<file path="src/rtl/gate_pkg.sv">
// gate_pkg: shared types and default constants for the parking-entrance
// barrier actuator.
//   gate_state_e : barrier FSM state encoding (3 bits)
//   DEF_*        : default parameter values for gate_actuator
package gate_pkg;

  typedef enum logic [2:0] {
    CLOSED  = 3'd0,
    OPENING = 3'd1,
    OPEN    = 3'd2,
    CLOSING = 3'd3,
    LOCKED  = 3'd4
  } gate_state_e;

  localparam int unsigned DEF_TRAVEL_CYCLES = 8;
  localparam int unsigned DEF_BLINK_HALF    = 4;
  localparam int unsigned DEF_CAPACITY      = 16;

endpackage

</file>
<file path="src/rtl/occupancy_counter.sv">
// occupancy_counter: saturating car-occupancy counter.
//   clock, reset : system clock, asynchronous active-high reset
//   C            : car-passed-barrier sensor (level, rising edge = car in)
//   salida       : car-exited sensor (level, rising edge = car out)
//   count_en     : entry edges only count while the barrier is up/closing
//   car_count    : cars currently inside, saturates at 0 and CAPACITY
//   full         : car_count == CAPACITY
module occupancy_counter #(
  parameter int unsigned CAPACITY = 16,
  parameter int unsigned CNT_W    = $clog2(CAPACITY + 1)
) (
  input  logic             clock,
  input  logic             reset,
  input  logic             C,
  input  logic             salida,
  input  logic             count_en,
  output logic [CNT_W-1:0] car_count,
  output logic             full
);

  localparam logic [CNT_W-1:0] CAP_V = CNT_W'(CAPACITY);

  logic c_d;
  logic salida_d;
  logic inc;
  logic dec;

  assign inc  = C && !c_d && count_en;
  assign dec  = salida && !salida_d;
  assign full = (car_count == CAP_V);

  always_ff @(posedge clock or posedge reset) begin
    if (reset) begin
      c_d       <= 1'b0;
      salida_d  <= 1'b0;
      car_count <= '0;
    end else begin
      c_d      <= C;
      salida_d <= salida;
      // simultaneous entry and exit cancel out
      if (inc && !dec && !full) begin
        car_count <= car_count + 1'b1;
      end else if (dec && !inc && (car_count != '0)) begin
        car_count <= car_count - 1'b1;
      end
    end
  end

endmodule

</file>
<file path="src/rtl/gate_actuator.sv">
// gate_actuator: barrier motor driver downstream of the entrance controller.
//   clock, reset : system clock, asynchronous active-high reset
//   Aguja        : gate-open request (level)
//   Bloqueo      : lock/alarm request (level), highest priority
//   C, salida    : car-passed and car-exited sensors (level)
//   motor_up     : barrier travelling up
//   motor_down   : barrier travelling down
//   gate_open    : barrier fully raised
//   alarm_light  : blinking lamp while locked
//   car_count    : cars inside the lot
//   full         : lot at capacity, blocks new openings
module gate_actuator
  import gate_pkg::*;
#(
  parameter int unsigned TRAVEL_CYCLES = DEF_TRAVEL_CYCLES,
  parameter int unsigned BLINK_HALF    = DEF_BLINK_HALF,
  parameter int unsigned CAPACITY      = DEF_CAPACITY,
  parameter int unsigned CNT_W         = $clog2(CAPACITY + 1)
) (
  input  logic             clock,
  input  logic             reset,
  input  logic             Aguja,
  input  logic             Bloqueo,
  input  logic             C,
  input  logic             salida,
  output logic             motor_up,
  output logic             motor_down,
  output logic             gate_open,
  output logic             alarm_light,
  output logic [CNT_W-1:0] car_count,
  output logic             full
);

  localparam int unsigned PW = $clog2(TRAVEL_CYCLES + 1);
  localparam int unsigned BW = $clog2(BLINK_HALF + 1);

  localparam logic [PW-1:0] POS_MAX    = PW'(TRAVEL_CYCLES);
  localparam logic [PW-1:0] POS_NEAR   = PW'(TRAVEL_CYCLES - 1);
  localparam logic [PW-1:0] POS_ONE    = PW'(1);
  localparam logic [BW-1:0] BLINK_LAST = BW'(BLINK_HALF - 1);

  gate_state_e   state;
  gate_state_e   state_n;
  logic [PW-1:0] pos;
  logic [PW-1:0] pos_n;
  logic [BW-1:0] blink_cnt;
  logic          lamp;
  logic          count_en;

  always_ff @(posedge clock or posedge reset) begin
    if (reset) begin
      state <= CLOSED;
      pos   <= '0;
    end else begin
      state <= state_n;
      pos   <= pos_n;
    end
  end

  // A reversal keeps pos for that cycle, so the opposite motor runs for
  // exactly the distance already travelled.
  always_comb begin
    state_n = state;
    pos_n   = pos;
    unique case (state)
      CLOSED: begin
        if (Bloqueo) begin
          state_n = LOCKED;
        end else if (Aguja && !full) begin
          state_n = OPENING;
        end
      end
      OPENING: begin
        if (Bloqueo) begin
          state_n = CLOSING;
        end else if (pos >= POS_NEAR) begin
          pos_n   = POS_MAX;
          state_n = OPEN;
        end else begin
          pos_n = pos + 1'b1;
        end
      end
      OPEN: begin
        if (Bloqueo || !Aguja) begin
          state_n = CLOSING;
        end
      end
      CLOSING: begin
        if (Aguja && !Bloqueo && !full) begin
          state_n = OPENING;
        end else if (pos <= POS_ONE) begin
          pos_n   = '0;
          state_n = Bloqueo ? LOCKED : CLOSED;
        end else begin
          pos_n = pos - 1'b1;
        end
      end
      LOCKED: begin
        pos_n = '0;
        if (!Bloqueo) begin
          state_n = CLOSED;
        end
      end
      default: begin
        state_n = CLOSED;
        pos_n   = '0;
      end
    endcase
  end

  // Lamp starts lit on entry to LOCKED and flips every BLINK_HALF cycles.
  always_ff @(posedge clock or posedge reset) begin
    if (reset) begin
      lamp      <= 1'b0;
      blink_cnt <= '0;
    end else if ((state != LOCKED) && (state_n == LOCKED)) begin
      lamp      <= 1'b1;
      blink_cnt <= '0;
    end else if ((state == LOCKED) && (state_n == LOCKED)) begin
      if (blink_cnt == BLINK_LAST) begin
        blink_cnt <= '0;
        lamp      <= ~lamp;
      end else begin
        blink_cnt <= blink_cnt + 1'b1;
      end
    end else begin
      lamp      <= 1'b0;
      blink_cnt <= '0;
    end
  end

  assign motor_up    = (state == OPENING);
  assign motor_down  = (state == CLOSING);
  assign gate_open   = (state == OPEN);
  assign alarm_light = (state == LOCKED) && lamp;
  assign count_en    = (state == OPEN) || (state == CLOSING);

  occupancy_counter #(
    .CAPACITY (CAPACITY),
    .CNT_W    (CNT_W)
  ) u_occupancy (
    .clock     (clock),
    .reset     (reset),
    .C         (C),
    .salida    (salida),
    .count_en  (count_en),
    .car_count (car_count),
    .full      (full)
  );

endmodule

</file>
<file path="config.mk">
export PLATFORM = sky130hd
export DESIGN_NAME = gate_actuator
export DESIGN_NICKNAME = d
export VERILOG_FILES = /design/src/rtl/gate_pkg.sv /design/src/rtl/occupancy_counter.sv /design/src/rtl/gate_actuator.sv
export SDC_FILE = /design/constraint.sdc
export NUM_CORES = 1
export LEC_CHECK = 0
export CORE_MARGIN = 8
export CORE_UTILIZATION = 54
export DETAILED_ROUTE_END_ITERATION = 10
export HOLD_SLACK_MARGIN = 0.03
export PLACE_DENSITY = 0.87
export SLEW_MARGIN = 40
export SYNTH_ARGS = -nofsm -noshare
export SYNTH_HDL_FRONTEND = slang
export SYNTH_SLANG_ARGS = --single-unit
export TNS_END_PERCENT = 20
</file>
<file path="constraint.sdc">
create_clock -name clock -period 2.6 [get_ports clock]
set_input_delay 0.52 -clock clock [delete_from_list [all_inputs] [get_ports clock]]
set_output_delay 0.52 -clock clock [all_outputs]
set_load 0.02 [all_outputs]
</file>
==> flow_metrics.py <==
metrics = {
    "status": {
        "status": "completed",
    },
    "synth": {
        "ys_warn_count": 0,
        "synth_top_area_share_pct": 36.4,
        "synth_area_leaders": "dfrtp_1 36%, ha_1 7.1%, mux2_4 3.6%",
        "synthesis.area_um2": 1240,
        "synth-edff-count": 0,
        "ys_types": 50,
        "seq_area_frac_synth_pct": 36.4,
        "yosys.area.top_type": "dfrtp_1",
        "yosysMostFrequentCell": "dfrtp_1",
        "synth_cells": 122,
        "synth-seq-cells": 18,
        "ys.flop_type": "dfrtp_1",
        "synth_common_cells": "18 x dfrtp_1, 9 x inv_1, 7 x ha_1",
        "syn_nets": 136,
        "syn_avg_cell_area_um2": 10.2,
        "async_flop_share_pct": 100,
    },
    "global_routing": {
        "antenna_found_initial": 0,
        "grt_pass1_vias": 1047,
        "grt_overflow_total": 0,
        "grt_max_degree": 19,
        "grt.total_usage_pct": 13.2,
        "grt_pass1_wl_mm": 4.47,
    },
    "clock_network": {
        "path_clk_slew_ps": 90,
        "clock_latency_ps": 290,
        "cts_tree": "done",
        "clockBufferDepth": 2,
        "clock-sinks": 18,
        "cts_setup_buffers": 0,
        "numCtsBuffers": 3,
        "cts-root-buf": "clkbuf_4",
        "h-tree-depth": 1,
    },
    "setup_path": {
        "path_class": "register to output pin",
        "cp_data_arrival_time_ps": 1850,
        "cp_slowest_stage_delay_ps": 600,
        "crit_slowest_cell": "clkdlybuf4s50_1",
        "ff2ff_path_depth": 8,
        "cp_max_fo": 13,
        "cp.required_ps": 2080,
        "path_buf_inv": 1,
        "crit_path_cell_trace": "nor2_1, and3_1, clkdlybuf4s50_1",
        "end_kind": "output pin",
        "critical_path.top_delay_family": "buffers and inverters",
        "worstSetupStartpointType": "register",
        "crit_cells": 3,
    },
    "power_and_ir_drop": {
        "power_density_nw_per_um2": 1100,
        "ir_drop_mv": 0.569,
        "p_leak_nw": 0.658,
    },
    "worst_hold_path": {
        "worst_hold_path.num_cells": 1,
        "min_path_type": "register to register",
    },
    "job": {
        "maxCapViolCount": 0,
    },
    "placement": {
        "hpwl_mm": 1.95,
        "gp_congestion": 0.895,
        "placed_area_um2": 1420,
        "portBuffers": 15,
    },
    "layout": {
        "nets": 153,
        "diodes": 0,
        "fin_area_um2": 1450,
        "drive_gt1_share_pct": 12.4,
        "syn2layout_area_growth_pct": 16.8,
        "final.fill_count": 178,
    },
    "drt": {
        "dr.pass1.iters": 4,
        "drtAntennaViolNets": 0,
        "top_layer": "met4",
        "met3_length_um": 111,
        "via_per_inst": 5.99,
        "vias": 989,
        "drtIter0Drc": 36,
        "wl_mm": 2.51,
        "met2_length_mm": 1.30,
        "wl_per_cell_um": 15.2,
        "wl_met1_mm": 1.07,
        "drc": 0,
    },
    "die": {
        "rows": 17,
        "die_w_um": 63.9,
        "start_util_pct": 56.5,
        "die-area_um2": 4080,
        "core_area_um2": 2190,
        "pin_count": 16,
        "die_height_um": 63.9,
    },
    "timing": {
        "finClkSkew_ps": 4.84,
        "finalHoldViolations": 0,
        "timing.fmax_ghz": 0.421,
        "post-route-period-util_pct": 91.3,
        "rsz0062_at_grt": "false",
        "worst_pin_slew_ps": 681,
        "period_needed_ps": 2370,
        "drv_slew": 0,
        "fin_setup_tns_ps": 0,
        "setup_violations": 0,
        "slew_headroom_pct": 54.6,
    },
}
-- flip-flops by register name, indices dropped and copies added, names as in the netlist --
signal / flops
blink_cnt: 3
u_occupancy.c_d: 1
state: 3
u_occupancy.salida_d: 1
u_occupancy.car_count: 5
pos: 4
lamp: 1
-- where the power goes --
group          leakage (nW)  switching, mW  internal [mW]
registers             0.229          0.183          0.369
clock network        0.0138         0.0814         0.0539
logic                 0.416          0.434          0.469
-- worst reg2reg max path: stages, from the launching register on --
cell and delay [ps]:
dfrtp_1 470, nor4_4 350, nand2_1 150, nand3_1 200, ha_1 300, a21oi_1 160, nand2_1 110, mux2i_1 140
mux2_2 260
-- worst paths after layout --
check	endpoint	slack (ps)	from
setup / recovery	alarm_light	230	state[1]
hold / removal	blink_cnt[0]	470	blink_cnt[0]
setup reg to reg	u_occupancy.car_count[4]	360	u_occupancy.car_count[2]
hold reg to reg	blink_cnt[0]	470	blink_cnt[0]
max in group asynchronous	blink_cnt[1]	1540	reset
min in group asynchronous	state[0]	630	reset
-- cell usage in the layout, fill, tap and decap left out, types with 6 or more instances in the layout --
master / netlist / layout
a21oi_1: 6 / 6
nand3_1: 6 / 6
ha_1: 7 / 7
dfrtp_1: 18 / 18
inv_1: 9 / 9
nand2_1: 6 / 6
clkdlybuf4s50_1: 0 / 14
-- kinds of logic (layout without fill, tap and decap cells) --
logic type      Yosys count  after routing  synth area share, %
compound gates           26             26                 16.8
xor+xnor                  4              4                 2.83
fa+ha+maj                 8              8                 8.69
buf+inv                  16             31                 6.26
flops                    18             18                 36.4
mux                       9              9                 8.69
simple gates             41             41                 20.4
-- layout make-up --
class                      count  area, um2  area share, %
timing repair buffer          17        164           11.3
multi-input combinational     88        719           49.7
tap                           28       35.0           2.42
sequential                    18        450           31.1
inverter                      11       55.1           3.81
clock buffer                   3       22.5           1.56
-- metal layers --
layer / vias up / track usage (%)
li1: 477 / -
met1: 493 / 15.1
met2: 15 / 23.3
met3: 4 / 3.48
met4: 0 / 4.18
met5: - / 0
-- per-stage QoR --
stage          hold WS, ps  setup WS [ps]  power (mW)  instances  util (%)
5_1_grt                497            128        1.71        165      66.0
4_1_cts                478            213        1.61        165      66.0
3_3_place_gp           443            114        1.40        162      64.6
3_5_place_dp           456           23.1        1.45        162      64.6
2_1_floorplan          419            483        1.18        122         -
6_report               474            227        1.59        165      66.0
-- what timing repair did --
item,in CTS,in global routing
hold buffers,0,0
resized for setup,2,0
setup endpoints to repair,1,0
Power figures use the tool's default switching activity.
==> patch: new RTL, config.mk and constraints unchanged <==
Encoding of `gate_state_e`: now one-hot (5 bits for 5 states).
--- a/src/rtl/gate_pkg.sv
+++ b/src/rtl/gate_pkg.sv
@@ -4,12 +4,12 @@
 //   DEF_*        : default parameter values for gate_actuator
 package gate_pkg;
 
-  typedef enum logic [2:0] {
-    CLOSED  = 3'd0,
-    OPENING = 3'd1,
-    OPEN    = 3'd2,
-    CLOSING = 3'd3,
-    LOCKED  = 3'd4
+  typedef enum logic [4:0] {
+    CLOSED  = 5'b00001,
+    OPENING = 5'b00010,
+    OPEN    = 5'b00100,
+    CLOSING = 5'b01000,
+    LOCKED  = 5'b10000
   } gate_state_e;
 
   localparam int unsigned DEF_TRAVEL_CYCLES = 8;
Check against the original RTL: no difference found for any inputs over 10 cycles, from zero or initial values and one cycle with reset high; not proved beyond that.
==> patch against the original RTL <==
- final area increased by 16%
- clock skew increased by 0.00072 ns
- sequential cell count increased by 2
- combinational power decreased by 16%
- routed wire length increased by 21%
- synthesized area increased by 10%
- via count increased by 18%
- worst setup slack got worse by 0.10 ns
- power decreased by 12%
- final cell count increased by 21%
- core utilization increased by 3.0 points
- largest cell class unchanged
==> patch: results (changes against the original RTL) <==
| Metric | Value |
|---|---|
| GRT Util Overall | `15.5% (+2.3 points)` |
| Critical Path AT | `2.65 ns (+0.80 ns)` |
| DRT iter0 DRCs | `50 (+39%)` |
| Netlist cell types | `47 (-6.0%)` |
| Biggest regs | `state: 5 flops, u_occupancy.car_count: 5 flops, pos: 4 flops` |
| Largest net degree at the start of global routing | `21 (+2)` |
| Most common library cells after synthesis | `dfrtp_1, nor2_1, inv_1` |
| Placed instance area | `0.00164 mm² (+16%)` |
| Vias in the first global route | `1226 (+17%)` |
| Syn nets | `154 (+13%)` |
| Layout Skew | `0.00556 ns (+0.000722 ns)` |
| Starting Density | `56.1% (-0.42 points)` |
| CP max FO | `4 (-9)` |
| Total routed wirelength | `3040 µm (+21%)` |
| Maximum vdd drop | `0.533 mV (-6.3%)` |
| Synth area leaders | `dfrtp_1, ha_1, nor2_1` |
| DP Cell Count | `196 (+21%)` |
| Wirelength per Cell | `15.2 µm (about the same)` |
| Post-synthesis sequential area ratio | `36.8% (+0.39 points)` |
| Pwr Density | `836 mW/mm² (-24%)` |
| Post-synthesis compound-gate area fraction | `15.9% (-0.82 points)` |
| Critical path's slowest cell | `or3_4` |
| Via density per instance | `5.85 (-2.5%)` |
| Clk. pwr | `156 µW (+16%)` |
| Post-synthesis mux area share | `6.23% (-2.5 points)` |
| Depth of the most critical reg-to-reg path | `7 (-1)` |
| Status | `finished clean` |
| Worst slew pin tran | `0.449 ns (-0.232 ns)` |
| CTS resizes | `0 (-2)` |
| Gpl congestion | `0.911 (+1.8%)` |
-- patch: cell types whose count changed after synthesis, moves of 3 or more --
| cell | unedited run | this run |
|---|---|---|
| o211ai_1 | 0 | 3 |
| and3_1 | 2 | 5 |
| mux2_4 | 3 | 0 |
| nand3_1 | 6 | 3 |
| nor2_1 | 4 | 12 |
-- patch: metal layers --
layer / share of wire [%] / global-route usage (%) / up-vias / wire, µm
met1: 43 / 18.2 / 567 / 1310
met4: 1.2 / 4.80 / 0 / 35
met5: 0 / 0 / - / 0
met3: 6.0 / 3.39 / 6 / 182
li1: - / - / 565 / -
met2: 50 / 27.3 / 31 / 1510
-- patch: worst max path at each step --
| stage | startpoint | endpoint | slack [ns] |
|---|---|---|---|
| CTS | state[0]$_DFF_PP1_ | motor_down | 0.02 |
| global placement | C | u_occupancy.car_count[4]$_DFFE_PP0P_ | -0.08 |
| finish | state[0]$_DFF_PP1_ | u_occupancy.car_count[4]$_DFFE_PP0P_ | 0.12 |
| detailed placement | C | u_occupancy.car_count[4]$_DFFE_PP0P_ | -0.20 |
| global route | state[1]$_DFF_PP0_ | u_occupancy.car_count[3]$_DFFE_PP0P_ | -0.001 |
| floorplan | state[0]$_DFF_PP1_ | u_occupancy.car_count[4]$_DFFE_PP0P_ | 0.07 |
-- patch: critical path, delay by kind of cell, from the launching register on --
kind / cells / cell delay (ns)
adder cells (fa/ha/maj): 1 / 0.41
AO/OA/AOI/OAI: 2 / 0.32
multiplexers: 1 / 0.31
AND/OR/NAND/NOR: 3 / 0.93
flip-flops: 1 / 0.39
-- patch: final cells by class --
class	instances	area, µm²
inverters	9	33.8
flip-flops and latches	20	503
well taps	30	37.5
fillers	189	753
repair buffers	31	275
multi-input cells	106	803
clock buffers	4	26.3
